File: config.mk
export PLATFORM = sky130hd
export DESIGN_NAME = rr_arb_4
export DESIGN_NICKNAME = d
export VERILOG_FILES = /design/src/rtl/rr_arb_4.sv
export SDC_FILE = /design/constraint.sdc
export NUM_CORES = 1
export LEC_CHECK = 0
export CORE_MARGIN = 10
export CORE_UTILIZATION = 35
export CTS_BUF_LIST = sky130_fd_sc_hd__clkbuf_8
export CTS_CLUSTER_SIZE = 24
export DETAILED_ROUTE_END_ITERATION = 8
export PLACE_DENSITY_LB_ADDON = 0.05
export SETUP_SLACK_MARGIN = 0.2
export SLEW_MARGIN = 20
export SYNTH_ARGS = -nofsm -noshare
export SYNTH_HDL_FRONTEND = slang
export SYNTH_SLANG_ARGS = --single-unit
File: constraint.sdc
create_clock -name clk -period 6.14 [get_ports clk]
set_input_delay 1.228 -clock clk [delete_from_list [all_inputs] [get_ports clk]]
set_output_delay 1.228 -clock clk [all_outputs]
set_load 0.005 [all_outputs]
File: src/rtl/rr_arb_4.sv
`default_nettype none
// ============================================================================
// Module      : rr_arb_4
// Description : Four-requester round-robin arbiter with a bounded hold time.
//               A grant is held while its request stays up, for at most
//               MAX_HOLD cycles. Priority then rotates to the next requester
//               with no idle cycle between grants.
// Revision    : 1.0 - initial release
// ============================================================================
module rr_arb_4 #(
    parameter int unsigned MAX_HOLD = 8
) (
    input  logic       clk,
    input  logic       rst,
    input  logic       en,
    input  logic [3:0] req,
    output logic [3:0] gnt,
    output logic [1:0] gnt_id,
    output logic       gnt_vld
);

    localparam logic [0:0] c_IDLE     = 1'b0;
    localparam logic [0:0] c_GRANT    = 1'b1;
    localparam logic [7:0] c_MAX_HOLD = 8'(MAX_HOLD);

    logic [0:0] r_state;
    logic [3:0] r_gnt;
    logic [1:0] r_gnt_id;
    logic       r_gnt_vld;
    logic [1:0] r_ptr;
    logic [7:0] r_hold_cnt;

    logic [0:0] w_state;
    logic [3:0] w_gnt;
    logic [1:0] w_gnt_id;
    logic       w_gnt_vld;
    logic [1:0] w_ptr;
    logic [7:0] w_hold_cnt;

    logic       w_rel_req;
    logic       w_rel_max;
    logic       w_release;
    logic [1:0] w_rel_ptr;
    logic [3:0] w_self;
    logic [3:0] w_masked;
    logic [2:0] w_first;
    logic [2:0] w_next;

    // Returns {found, index} of the first set bit of mask, searching from start
    // upward and wrapping. The loop runs from the far end so that the nearest
    // candidate is the last one written.
    function automatic logic [2:0] f_pick(input logic [1:0] start, input logic [3:0] mask);
        logic [2:0] res;
        logic [1:0] idx;
        res = 3'b000;
        for (int i = 3; i >= 0; i--) begin
            idx = start + 2'(i);
            if (mask[idx]) begin
                res = {1'b1, idx};
            end
        end
        return res;
    endfunction

    // Next-state, grant selection and hold counting.
    always_comb begin
        w_state    = r_state;
        w_gnt_id   = r_gnt_id;
        w_gnt_vld  = r_gnt_vld;
        w_ptr      = r_ptr;
        w_hold_cnt = r_hold_cnt;

        w_rel_req  = ~req[r_gnt_id];
        w_rel_max  = (r_hold_cnt == c_MAX_HOLD);
        w_release  = w_rel_req | w_rel_max | ~en;
        w_rel_ptr  = r_gnt_id + 2'd1;
        // A requester that dropped its line may not win the handover.
        w_self     = 4'b0001 << r_gnt_id;
        w_masked   = req & ~(w_rel_req ? w_self : 4'b0000);
        w_first    = f_pick(r_ptr, req);
        w_next     = f_pick(w_rel_ptr, w_masked);

        case (r_state)
            c_IDLE: begin
                if (en && w_first[2]) begin
                    w_state    = c_GRANT;
                    w_gnt_id   = w_first[1:0];
                    w_gnt_vld  = 1'b1;
                    w_hold_cnt = 8'd1;
                end
            end
            c_GRANT: begin
                if (!w_release) begin
                    w_hold_cnt = r_hold_cnt + 8'd1;
                end else begin
                    // Rotating past the releasing requester puts it last in
                    // line, so a MAX_HOLD release re-grants it only when alone.
                    w_ptr = w_rel_ptr;
                    if (en && w_next[2]) begin
                        w_gnt_id   = w_next[1:0];
                        w_gnt_vld  = 1'b1;
                        w_hold_cnt = 8'd1;
                    end else begin
                        w_state   = c_IDLE;
                        w_gnt_vld = 1'b0;
                    end
                end
            end
        endcase

        w_gnt = w_gnt_vld ? (4'b0001 << w_gnt_id) : 4'b0000;
    end

    // State and output registers with synchronous reset.
    always_ff @(posedge clk) begin
        if (rst) begin
            r_state    <= c_IDLE;
            r_gnt      <= 4'b0000;
            r_gnt_id   <= 2'b00;
            r_gnt_vld  <= 1'b0;
            r_ptr      <= 2'b00;
            r_hold_cnt <= 8'd0;
        end else begin
            r_state    <= w_state;
            r_gnt      <= w_gnt;
            r_gnt_id   <= w_gnt_id;
            r_gnt_vld  <= w_gnt_vld;
            r_ptr      <= w_ptr;
            r_hold_cnt <= w_hold_cnt;
        end
    end

    assign gnt     = r_gnt;
    assign gnt_id  = r_gnt_id;
    assign gnt_vld = r_gnt_vld;

endmodule
`default_nettype wire

# == After elaboration in Yosys (flattened, before gate mapping) ==
# Index checks and enable logic that the tools add are counted.
# totals
out_inout_bits,7
word_cells,83
regBits,18
latchBits,0
rom_bits,0
ram_bits,0
memories,0
input_bits,7
# op_classes
muxes,42
n_eq_ne,3
shifts,2
bitwise,8
div,0
n_mul,0
n_addsub,8
magnitude_cmp,9
n_reduce_logical,5
# ops
op,count
$lt 2x3->1 const B,9
$mux 3,8
$mux 8,3
$bmux 1 s2,9
$pmux 8 s2,1
$mux 1,14
$add 2x2->2 const B,4
$add 8x1->8 const B,1
$eq 8x4->1 const B,1
$shl 1x2->4 const A,2
$add 2x1->2 const B,3
$mux 2,3
$and 4x4->4,1
$mux 4,1
$not 1->1,4
$not 4->4,1
$pmux 1 s2,2
$pmux 2 s2,1
$reduce_and 2->1,2
$ne 3x2->1 const B,1
$logic_and 1x1->1,2
$ne 2x2->1 const B,1
$or 1x1->1,2
$reduce_or 2->1,1

# == Logic depth before layout (Yosys ltp) ==
# Gate-level depths: netlist of run 1.
# logic_depth
depth_word,17
mapped_depth,7
mapped_depth_nobuf,7

# == Worst setup path after synthesis of run 1 ==
# OpenSTA, ideal clock, no wires.
# synth_path
path_type,input port to flip-flop
from,input req[1]
to,register r_gnt[1] (netlist: gnt[1])
t_arrival_ns,2.659
setup_ns,0.115
path_slack_ns,3.365
n_path_buf,1
stages,5
path_cell_list,buf_4 o41ai_2 nor4_1 or3_1 and3_1
# synth_between
elab_chain_cells,17
elab_cells_between_ends,45
cone_classes,shift (1); mux (35); bitwise (6); reduce/logical (3)
# synth_rtl
element,line,text
"start, declared",16,"input logic [3:0] req,"
$bmux 1 s2,73,w_rel_req = ~req[r_gnt_id];
$mux 1 (not written as such),73,
$mux 4,79,w_masked = req & ~(w_rel_req ? w_self : 4'b0000);
$not 4->4,79,
$and 4x4->4,79,
$bmux 1 s2,58,if (mask[idx]) begin
$mux 1 (not written as such),58,
$mux 3 (4 in series),58,
$logic_and 1x1->1,99,if (en && w_next[2]) begin
$mux 1,99,
$mux 1,93,if (!w_release) begin
$pmux 1 s2,83,case (r_state)
$not 1->1 (no line),-,
$reduce_or 2->1 (no line),-,
"end signal, assigned",125,r_gnt <= w_gnt;
"end, declared",27,logic [3:0] r_gnt;
# Parallel ways exist; a longest one is shown, timed or not. The select of a mux whose other input is x is not followed.
# A chain may end at the register's enable or synchronous reset.

# == Worst setup path in the final report of run 1 ==
# layout_path
from,input req[2]
to,register r_gnt[1] (netlist: gnt[1])
# The elaborated chain is that of the path after synthesis.

==> results of run 1 <==
final timing paths:
kind,end,start,cells past startpoint,slack (ps)
worst min-delay path,r_hold_cnt[7],r_hold_cnt[7],2,520
worst min register to register,r_hold_cnt[7],r_hold_cnt[7],2,520
worst max-delay path,gnt[1],req[2],5,2880
worst max register to register,gnt[0],r_hold_cnt[0],7,4000
flip-flops by register name, indices dropped and copies added (netlist names):
| name | count |
|---|---|
| r_hold_cnt | 8 |
| gnt_id | 2 |
| r_state | 1 |
| r_ptr | 2 |
| gnt_vld | 1 |
| gnt | 4 |
layout make-up:
cell class / instances / share of cell area
Clock buffer: 4 / 0.04494
Inverter: 7 / 0.02145
Multi-Input combinational cell: 79 / 0.5015
Sequential cell: 18 / 0.2942
Tap cell: 31 / 0.03167
Timing Repair Buffer: 13 / 0.1062
metal layers:
metal	track usage	part of all wire	routed length, um	vias to the layer above
li1	-	-	-	418
met1	0.1029	0.43	977	388
met4	0.01220	0	0	0
met2	0.1544	0.51	1153	13
met3	0.04388	0.055	125	0
met5	0	0	0	-
synthesized netlist by cell type, types with 2 or more instances:
cell type | n | share of area
a21oi_1 | 3 | 0.015
nor3_1 | 3 | 0.015
dfxtp_1 | 18 | 0.35
xnor2_1 | 3 | 0.025
ha_1 | 2 | 0.024
and3_1 | 2 | 0.012
mux2i_1 | 2 | 0.019
nand2b_1 | 3 | 0.018
nor3b_2 | 2 | 0.024
inv_1 | 7 | 0.025
nor2_1 | 18 | 0.065
a31oi_1 | 2 | 0.012
nand4_1 | 4 | 0.024
o21ai_0 | 4 | 0.019
xor2_1 | 4 | 0.034
nand2_1 | 4 | 0.015
metrics by stage:
step	util	instances
after CTS	0.4404	152
after global routing	0.4404	152
after global placement	0.4206	148
after floorplan	-	109
after detailed placement	0.4206	148
final	0.4404	152
cells by family (layout without fill, tap and decap cells):
logic type / Yosys count / in the layout
AOI/OAI and AO/OA: 23 / 23
xor gates and xnor gates: 7 / 7
adders and majority gates: 2 / 2
buffers and inverters: 12 / 24
DFF: 18 / 18
muxes: 4 / 4
and+or+nand+nor: 43 / 43
critical path: stages:
cell and delay (ps):
clkdlybuf4s50_1 550, o41ai_2 840, nor4_1 180, or3_1 440, and3_1 170
layout by cell type, fill, tap and decap left out, drive strengths merged, types with 2 or more instances in the layout:
master,Yosys,final
nor2,18,18
clkbuf,2,4
mux2i,2,2
nor3b,2,2
ha,2,2
o21ai,5,5
inv,7,7
nand4,4,4
and3,2,2
xor2,4,4
dfxtp,18,18
o41ai,2,2
xnor2,3,3
nand2b,3,3
a2111oi,2,2
nand2,4,4
a31oi,2,2
clkdlybuf4s50,0,13
a21oi,3,3
nor3,4,4
power groups by stage:
stage | registers [mW] | clock network, mW | logic (mW)
after detailed placement | 0.130 | 0 | 0.0453
after floorplan | 0.127 | 0 | 0.0322
final | 0.127 | 0.0962 | 0.0447
after global placement | 0.130 | 0 | 0.0451
after CTS | 0.127 | 0.100 | 0.0455
after global routing | 0.128 | 0.108 | 0.0495
==> impl_metrics.csv, run 1 <==
group,metric,value,unit
timing,grt_setup_unrepaired,"false",
cts,cts_max_path_buffers,2,
global_route,globalRouteOverflowTotal,0,
setup_path,worst_ep_arrival_time,3410,ps
cts,worst_setup_hold_path_clk_slew,70,ps
synth,ys_types,44,
synth,muxShareOfSynthArea,0.05206,
timing,timing.clock.skew,1.666,ps
timing,setup_total_negative_slack,0,ps
synth,complex_gate_fraction_of_the_synthesized_area,0.2312,
placement,dpl.hpwl,1698,um
pwr,power_per_cell_area,218.8,nW/um2
cts,htree_num_levels,1,
timing,max_freq,306.5,MHz
synth,synth_xor_xnor_area_share,0.05932,
cts,cts_tree,"built",
timing,min_clock_period_post_route,3263,ps
setup_path,worstPathRequired,6290,ps
global_route,grt_max_degree,12,
cts,postCtsResizedCells,0,
drt,wirelength,2256,um
synth,avg_inst_size_synth,9.482,um2
setup_path,end_kind,"register",
timing,setup_violations,0,
setup_path,critPathMaxFanout,8,
pwr,post-layout-total-power,0.2680,mW
drt,num_vias,819,
floorplan,die_x,74.34,um
synth,synth_edf_count,0,
synth,largest_family_of_logic_cells_by_synthesized_area,"compound AO/OA/AOI/OAI gates",
setup_path,crit_start_category,"input port",
floorplan,ioPinCount,14,
placement,gpl.final_weighted_congestion,0.7793,
synth,yosys.area_share.adder,0.02421,
cts,clkLatencyLatePin,250,ps
floorplan,full_die_area,5526,um2
drt,dr.pass1.iters,4,
timing,postLayoutSetupSlackWorst,2877,ps
floorplan,core_region_area,2781,um2
cts,numClockSinks,18,
timing,worst_slew_margin_rel,0.4193,
final_layout,design_area,1225,um2
final_layout,multi_input_area,614.3,um2
timing,hold_worst_slack,522.5,ps
final_layout,syn_to_final_growth,18.52,%
drt,drtIter0Drc,13,
cts,cts_setup_buffers,0,
pwr,power_leakage,0.4336,nW
synth,post_synth_inst_count,109,
drt,post_drt_via_cell_ratio,5.388,
pwr,netSwitchingPower,0.06778,mW
pwr,seq_power_share,0.474,
synth,synth_area,1033,um2
pwr,combPwrFrac,0.167,
drt,ant_nets,0,
floorplan,rows,19,
pwr,clkPwrFrac,0.359,
synth,synth_simple_gate_area_share,0.2276,
cts,root_buffer,"clkbuf_8",
drt,drcViolationCount,0,
timing,finalHoldViolations,0,
global_route,number_of_antenna_violations_at_the_first_check_in_global_routing,0,
pwr,cell_internal_pwr,0.2003,mW
min_path,worst_hold_path_type,"reg2reg",
synth,ys.flop_type,"dfxtp_1",
final_layout,regArea,360.3,um2
timing,drv_slew,0,
timing,tcrit_tclk_final,0.5314,
synth,postSynthNetCount,118,
global_route,global_route_wire_length_before_repair,3967,um
floorplan,die_height,74.34,um
drt,post_drt_wl_per_cell,14.84,um
cts,cts_made_buffers,3,
pwr,max-vdd-ir-drop,0.1888,mV
placement,port-buffer-count,13,
final_layout,design.final.nets,131,
timing,worst_slew_pin_slew,849.1,ps
final_layout,drive_gt1_frac,0.1322,
floorplan,floorplan.initialDensity,0.3716,
run_status,status,"finished clean",
pwr,switching_share,0.2529,
setup_path,worstSetupPathType,"in2reg",
run,drv_cap,0,
synth,synth_async_sr_flop_share,0,
final_layout,n_antenna_cell,0,
final_layout,fill_cells,277,
synth,synth-seq-area-share,0.3487,
placement,place_worst_setup_slack,2590,ps
global_route,first_global_vias,841,
placement,placed_cell_area,1170,um2
global_route,grt_use_total,0.09057,
synth,synth-seq-cells,18,
cts,cts_hold_buffers,0,
synth,synthesis_warning_total,0,
Power figures use the tool's default switching activity.
==> run 2, diff against run 1 <==
Clock period 6.14 ns to 3.2 ns, I/O delays scaled along.
==> run 2 against run 1 <==
Effect of this change:
- cell area increased by 1.2%
- worst hold slack improved by 8.3 ps
- final cell count increased by 1.3%
- utilization increased by 0.54 points
- register-to-register slack got worse by 2900 ps
- first-iteration DRC count increased by 54%
- non-clock buffer count increased by 2
- clock-buffer cell count unchanged
- combinational power increased by 96%
- highest routed layer is now met4
==> impl_metrics.csv, run 2 (synthesis results as in run 1) <==
group,metric,value,unit
timing,finalHoldViolations,0,
min_path,worst_hold_path_type,"reg2reg",
drt,post_drt_wl_per_cell,14.75,um
cts,clkLatencyLatePin,260,ps
cts,cts_max_path_buffers,2,
cts,numClockSinks,18,
floorplan,full_die_area,5526,um2
cts,cts_made_buffers,3,
setup_path,r2r.worst_path.cells,7,
final_layout,largest_register_ffs,8,
setup_path,r2r_slack,1060,ps
timing,setup_total_negative_slack,0,ps
floorplan,rows,19,
run_status,status,"finished clean",
final_layout,syn_to_final_growth,19.98,%
global_route,first_global_vias,843,
pwr,max-vdd-ir-drop,0.2600,mV
timing,setup_violations,0,
min_path,worstHoldEndpoint,"r_hold_cnt[7]",
cts,cts_tree,"built",
final_layout,largest_register,"r_hold_cnt",
setup_path,critical_path.slowest_cell,"clkdlybuf4s50_1",
global_route,grt_use_total,0.09118,
cts,worst_setup_hold_path_clk_slew,80,ps
cts,cts_setup_buffers,0,
setup_path,critPathMaxFanout,11,
pwr,power_leakage,0.4437,nW
final_layout,drive_gt1_frac,0.1463,
drt,drtIter0Drc,20,
floorplan,die_x,74.34,um
timing,postLayoutSetupSlackWorst,697.4,ps
drt,post_drt_via_cell_ratio,5.435,
run,drv_cap,0,
cts,postCtsResizedCells,0,
drt,drcViolationCount,0,
setup_path,cp_slowest_stage_delay,600,ps
global_route,number_of_antenna_violations_at_the_first_check_in_global_routing,0,
cts,cts_hold_buffers,0,
floorplan,ioPinCount,14,
drt,num_vias,837,
final_layout,fill_cells,281,
placement,dpl.hpwl,1696,um
drt,wirelength,2272,um
cts,root_buffer,"clkbuf_8",
timing,worst_slew_pin_slew,627.1,ps
global_route,grt_max_degree,12,
setup_path,worstPathCellList,"clkdlybuf4s50_1 -> mux4_2 -> o41ai_4 -> a31oi_1 -> or3_1 -> and3_1",
setup_path,rr_endpoint,"gnt[1]",
timing,grt_setup_unrepaired,"false",
timing,drv_slew,0,
global_route,global_route_wire_length_before_repair,3939,um
timing,max_freq,399.6,MHz
timing,worst_slew_margin_rel,0.5805,
drt,dr.pass1.iters,4,
cts,htree_num_levels,1,
floorplan,die_height,74.34,um
final_layout,design.final.nets,133,
placement,port-buffer-count,13,
min_path,min_from,"r_hold_cnt[7]",
timing,tcrit_tclk_final,0.7821,
drt,ant_nets,0,
final_layout,layout.core_utilization,0.4458,
final_layout,n_antenna_cell,0,
pwr,power_per_cell_area,421.5,nW/um2
setup_path,worstPathRequired,3360,ps
setup_path,worstReg2RegStart,"r_hold_cnt[0]",
setup_path,end_kind,"register",
timing,timing.clock.skew,8.716,ps
global_route,globalRouteOverflowTotal,0,
min_path,whs_path_depth,2,
floorplan,floorplan.initialDensity,0.3716,
setup_path,worstSetupPathType,"in2reg",
setup_path,worst_ep_arrival_time,2660,ps
floorplan,core_region_area,2781,um2
placement,gpl.final_weighted_congestion,0.7707,
setup_path,crit_start_category,"input port",
final_layout,mostFrequentLayoutCells,"18 x nor2_1, 18 x dfxtp_1, 13 x clkdlybuf4s50_1",
placement,place_worst_setup_slack,415.6,ps
timing,min_clock_period_post_route,2503,ps
==> run 2: cell count changes in the layout (fill, tap and decap cells not counted), sizes merged <==
cell,change
buf,+2
==> run 2: worst max-delay path by stage <==
stage | start | endpoint | slack, ps | cells after the start
finish | req[0] | gnt[1] | 700 | 6
global route | req[0] | gnt[0] | 570 | 6
CTS | req[0] | gnt[1] | 690 | 6
detailed placement | req[0] | gnt[1] | 420 | 6
global placement | req[0] | gnt[1] | 460 | 6
floorplan | req[1] | gnt[1] | 1010 | 5
==> run 2: critical path: cells and delay by family <==
family / cells / cell delay [ps]
buffers and inverters: 1 / 600
AOI/OAI and AO/OA: 2 / 330
muxes: 1 / 560
and+or+nand+nor: 2 / 540
==> run 2: through the flow <==
step                      instances  total power, mW  hold WS [ps]  area [um2]
after floorplan                 109           0.3057         476.9        1033
after global placement          150           0.3375         510.6        1185
after detailed placement        150           0.3370         517.4        1185
after CTS                       154           0.5337         536.8        1240
after global routing            154           0.5522         592.1        1240
final                           154           0.5227         530.8        1240
==> run 2: layout make-up <==
class                   instances  area (um2)  area share
multi-input cells              79       614.3      0.4955
inverters                       7       26.28     0.02119
well taps                      31       38.79     0.03128
repair buffers                 15       145.1      0.1171
flip-flops and latches         18       360.3      0.2906
clock buffers                   4       55.05     0.04440
==> run 2: where the power goes <==
group | switching [mW] | internal [mW] | total, mW
registers | 0.0112 | 0.232 | 0.244
clock network | 0.0821 | 0.110 | 0.192
logic | 0.0434 | 0.0441 | 0.0875
total | 0.137 | 0.386 | 0.523
==> run 2: routing by layer <==
metal | track usage | share of wire | vias up
met3 | 0.02793 | 0.039 | 7
met1 | 0.09931 | 0.45 | 397
met5 | 0 | 0 | -
met4 | 0.05488 | 0.029 | 0
met2 | 0.1525 | 0.48 | 11
li1 | - | - | 422
==> run 3, diff against run 2 <==
Clock period 3.2 ns to 2.6 ns, I/O delays scaled along.
==> run 3 against run 2 <==
Effect of this change:
- clock-buffer cell count down 1
- first-iteration DRC count rose to 2.6 times the previous value
- combinational power up 31%
- via count up 0.36%
- register-to-register slack worse by 640 ps
- worst hold slack about the same
- sequential share of layout area down 0.38 points
- global-route usage up 0.28 points
- die area unchanged
- wire length up 3.6%
- clock skew down 7.9 ps
- setup slack worse by 370 ps
- highest routed layer unchanged
==> impl_metrics.csv, run 3 (synthesis results as in run 1) <==
group,metric,value,unit
cts,root_buffer,"clkbuf_8",
timing,min_clock_period_post_route,2274,ps
pwr,switching_share,0.2571,
floorplan,full_die_area,5526,um2
cts,numClockSinks,18,
pwr,clkPwrFrac,0.312,
run,drv_cap,0,
final_layout,design_area,1256,um2
placement,dpl.hpwl,1733,um
global_route,number_of_antenna_violations_at_the_first_check_in_global_routing,0,
setup_path,worst_ep_arrival_time,2420,ps
timing,worst_slew_margin_rel,0.5857,
pwr,power_per_cell_area,479.3,nW/um2
timing,tcrit_tclk_final,0.8745,
global_route,globalRouteOverflowTotal,0,
final_layout,finalNonFillerCells,157,
final_layout,n_antenna_cell,0,
cts,worst_setup_hold_path_clk_slew,60,ps
timing,max_freq,439.8,MHz
drt,dr.pass1.iters,4,
pwr,power_leakage,0.4557,nW
cts,postCtsResizedCells,0,
global_route,grt-busiest-layer,"met2",
timing,worst_slew_pin_slew,619.3,ps
global_route,grt_use_total,0.09402,
floorplan,ioPinCount,14,
setup_path,critical_path.slowest_cell,"mux4_2",
global_route,grt_use_met1,0.09739,
cts,cts_made_buffers,3,
setup_path,worstPathCellList,"clkdlybuf4s50_1 -> mux4_2 -> o41ai_4 -> a31oi_1 -> or3_1 -> and3_1",
setup_path,r2r_slack,420,ps
floorplan,core_region_area,2781,um2
drt,ant_nets,0,
placement,placed_cell_area,1215,um2
cts,clkLatencyLatePin,250,ps
cts,cts_setup_buffers,0,
floorplan,die_x,74.34,um
cts,cts_max_path_buffers,2,
drt,wirelength,2353,um
global_route,first_global_vias,864,
placement,gpl.final_weighted_congestion,0.8387,
final_layout,mostFrequentLayoutCells,"18 x nor2_1, 18 x dfxtp_1, 13 x clkdlybuf4s50_1",
setup_path,worstReg2RegStart,"r_hold_cnt[0]",
global_route,global_route_wire_length_before_repair,4015,um
min_path,worst_hold_path_type,"reg2reg",
global_route,use_met3,0.04654,
setup_path,r2r.worst_path.cells,7,
min_path,whs_path_depth,2,
final_layout,largest_register_ffs,8,
pwr,max-vdd-ir-drop,0.4006,mV
final_layout,layout.core_utilization,0.4516,
setup_path,worstSetupPathType,"in2reg",
global_route,grt_util_met2,0.1515,
pwr,cell_internal_pwr,0.4473,mW
timing,timing.clock.skew,0.8263,ps
drt,post_drt_via_cell_ratio,5.350,
floorplan,die_height,74.34,um
drt,drtIter0Drc,51,
setup_path,critPathMaxFanout,7,
cts,cts_hold_buffers,0,
placement,placed_cells,154,
final_layout,largest_register,"r_hold_cnt",
run_status,status,"finished clean",
timing,setup_violations,0,
cts,htree_num_levels,1,
setup_path,rr_endpoint,"gnt[1]",
drt,num_vias,840,
final_layout,design.final.nets,137,
drt,post_drt_wl_per_cell,14.99,um
setup_path,worstPathRequired,2750,ps
final_layout,syn_to_final_growth,21.55,%
placement,port-buffer-count,13,
drt,drcViolationCount,0,
timing,grt_setup_unrepaired,"false",
setup_path,critical_path.n_buffers_inverters,1,
final_layout,drive_gt1_frac,0.1667,
min_path,min_from,"r_hold_cnt[7]",
timing,setup_total_negative_slack,0,ps
global_route,grt_max_degree,11,
setup_path,cp_slowest_stage_delay,520,ps
setup_path,cpLargestDelayFamily,"simple AND/OR/NAND/NOR gates",
pwr,combPwrFrac,0.190,
floorplan,floorplan.initialDensity,0.3716,
pwr,seq_power_share,0.497,
pwr,netSwitchingPower,0.1548,mW
setup_path,crit_start_category,"input port",
cts,cts_tree,"built",
floorplan,rows,19,
timing,finalHoldViolations,0,
min_path,worstHoldEndpoint,"r_hold_cnt[7]",
setup_path,end_kind,"register",
timing,drv_slew,0,
## run 3: changes by cell type in the layout (fill, tap and decap cells not counted), sizes merged
cell | previous run | this run
buf | 2 | 6
clkbuf | 4 | 3
## run 3: worst max-delay path by stage
| stage | from | end | slack (ps) | cells after the start |
|---|---|---|---|---|
| finish | req[2] | gnt[1] | 330 | 6 |
| global route | r_hold_cnt[0] | gnt[0] | 220 | 7 |
| CTS | req[2] | gnt[0] | 340 | 6 |
| detailed placement | req[2] | gnt[1] | 80 | 6 |
| global placement | req[1] | gnt[1] | 120 | 6 |
| floorplan | req[1] | gnt[1] | 530 | 5 |
## run 3: metrics by stage
step	hold WS, ps	setup WS (ps)	total power, mW
3_3_place_gp	512.6	118.1	0.4207
6_report	530.3	326.3	0.6021
3_5_place_dp	521.2	84.33	0.4195
5_1_grt	571.1	217.4	0.6425
4_1_cts	538.2	342.2	0.6134
2_1_floorplan	476.9	533.5	0.3763
## run 3: layout make-up
cell class	count	area (um2)
tap	31	38.79
fill	280	1525
clock buffer	3	41.29
multi-input combinational	79	614.3
sequential	18	360.3
inverter	7	26.28
timing repair buffer	19	175.2
## run 3: power by group through the flow
stage	clock [mW]	sequential (mW)	combinational, mW
2_1_floorplan	0	0.300	0.0760
3_3_place_gp	0	0.306	0.114
3_5_place_dp	0	0.306	0.114
4_1_cts	0.198	0.299	0.116
5_1_grt	0.216	0.301	0.125
6_report	0.188	0.299	0.115
## run 3: worst min-delay path, stage by stage (launching register included)
cell     delay, ps
dfxtp_1        350
xnor2_1         80
nor2_1          70
## run 3: routing by layer
metal	wire length (um)	part of all wire
met5	0	0
met4	57	0.024
met3	166	0.071
met2	1168	0.50
met1	960	0.41
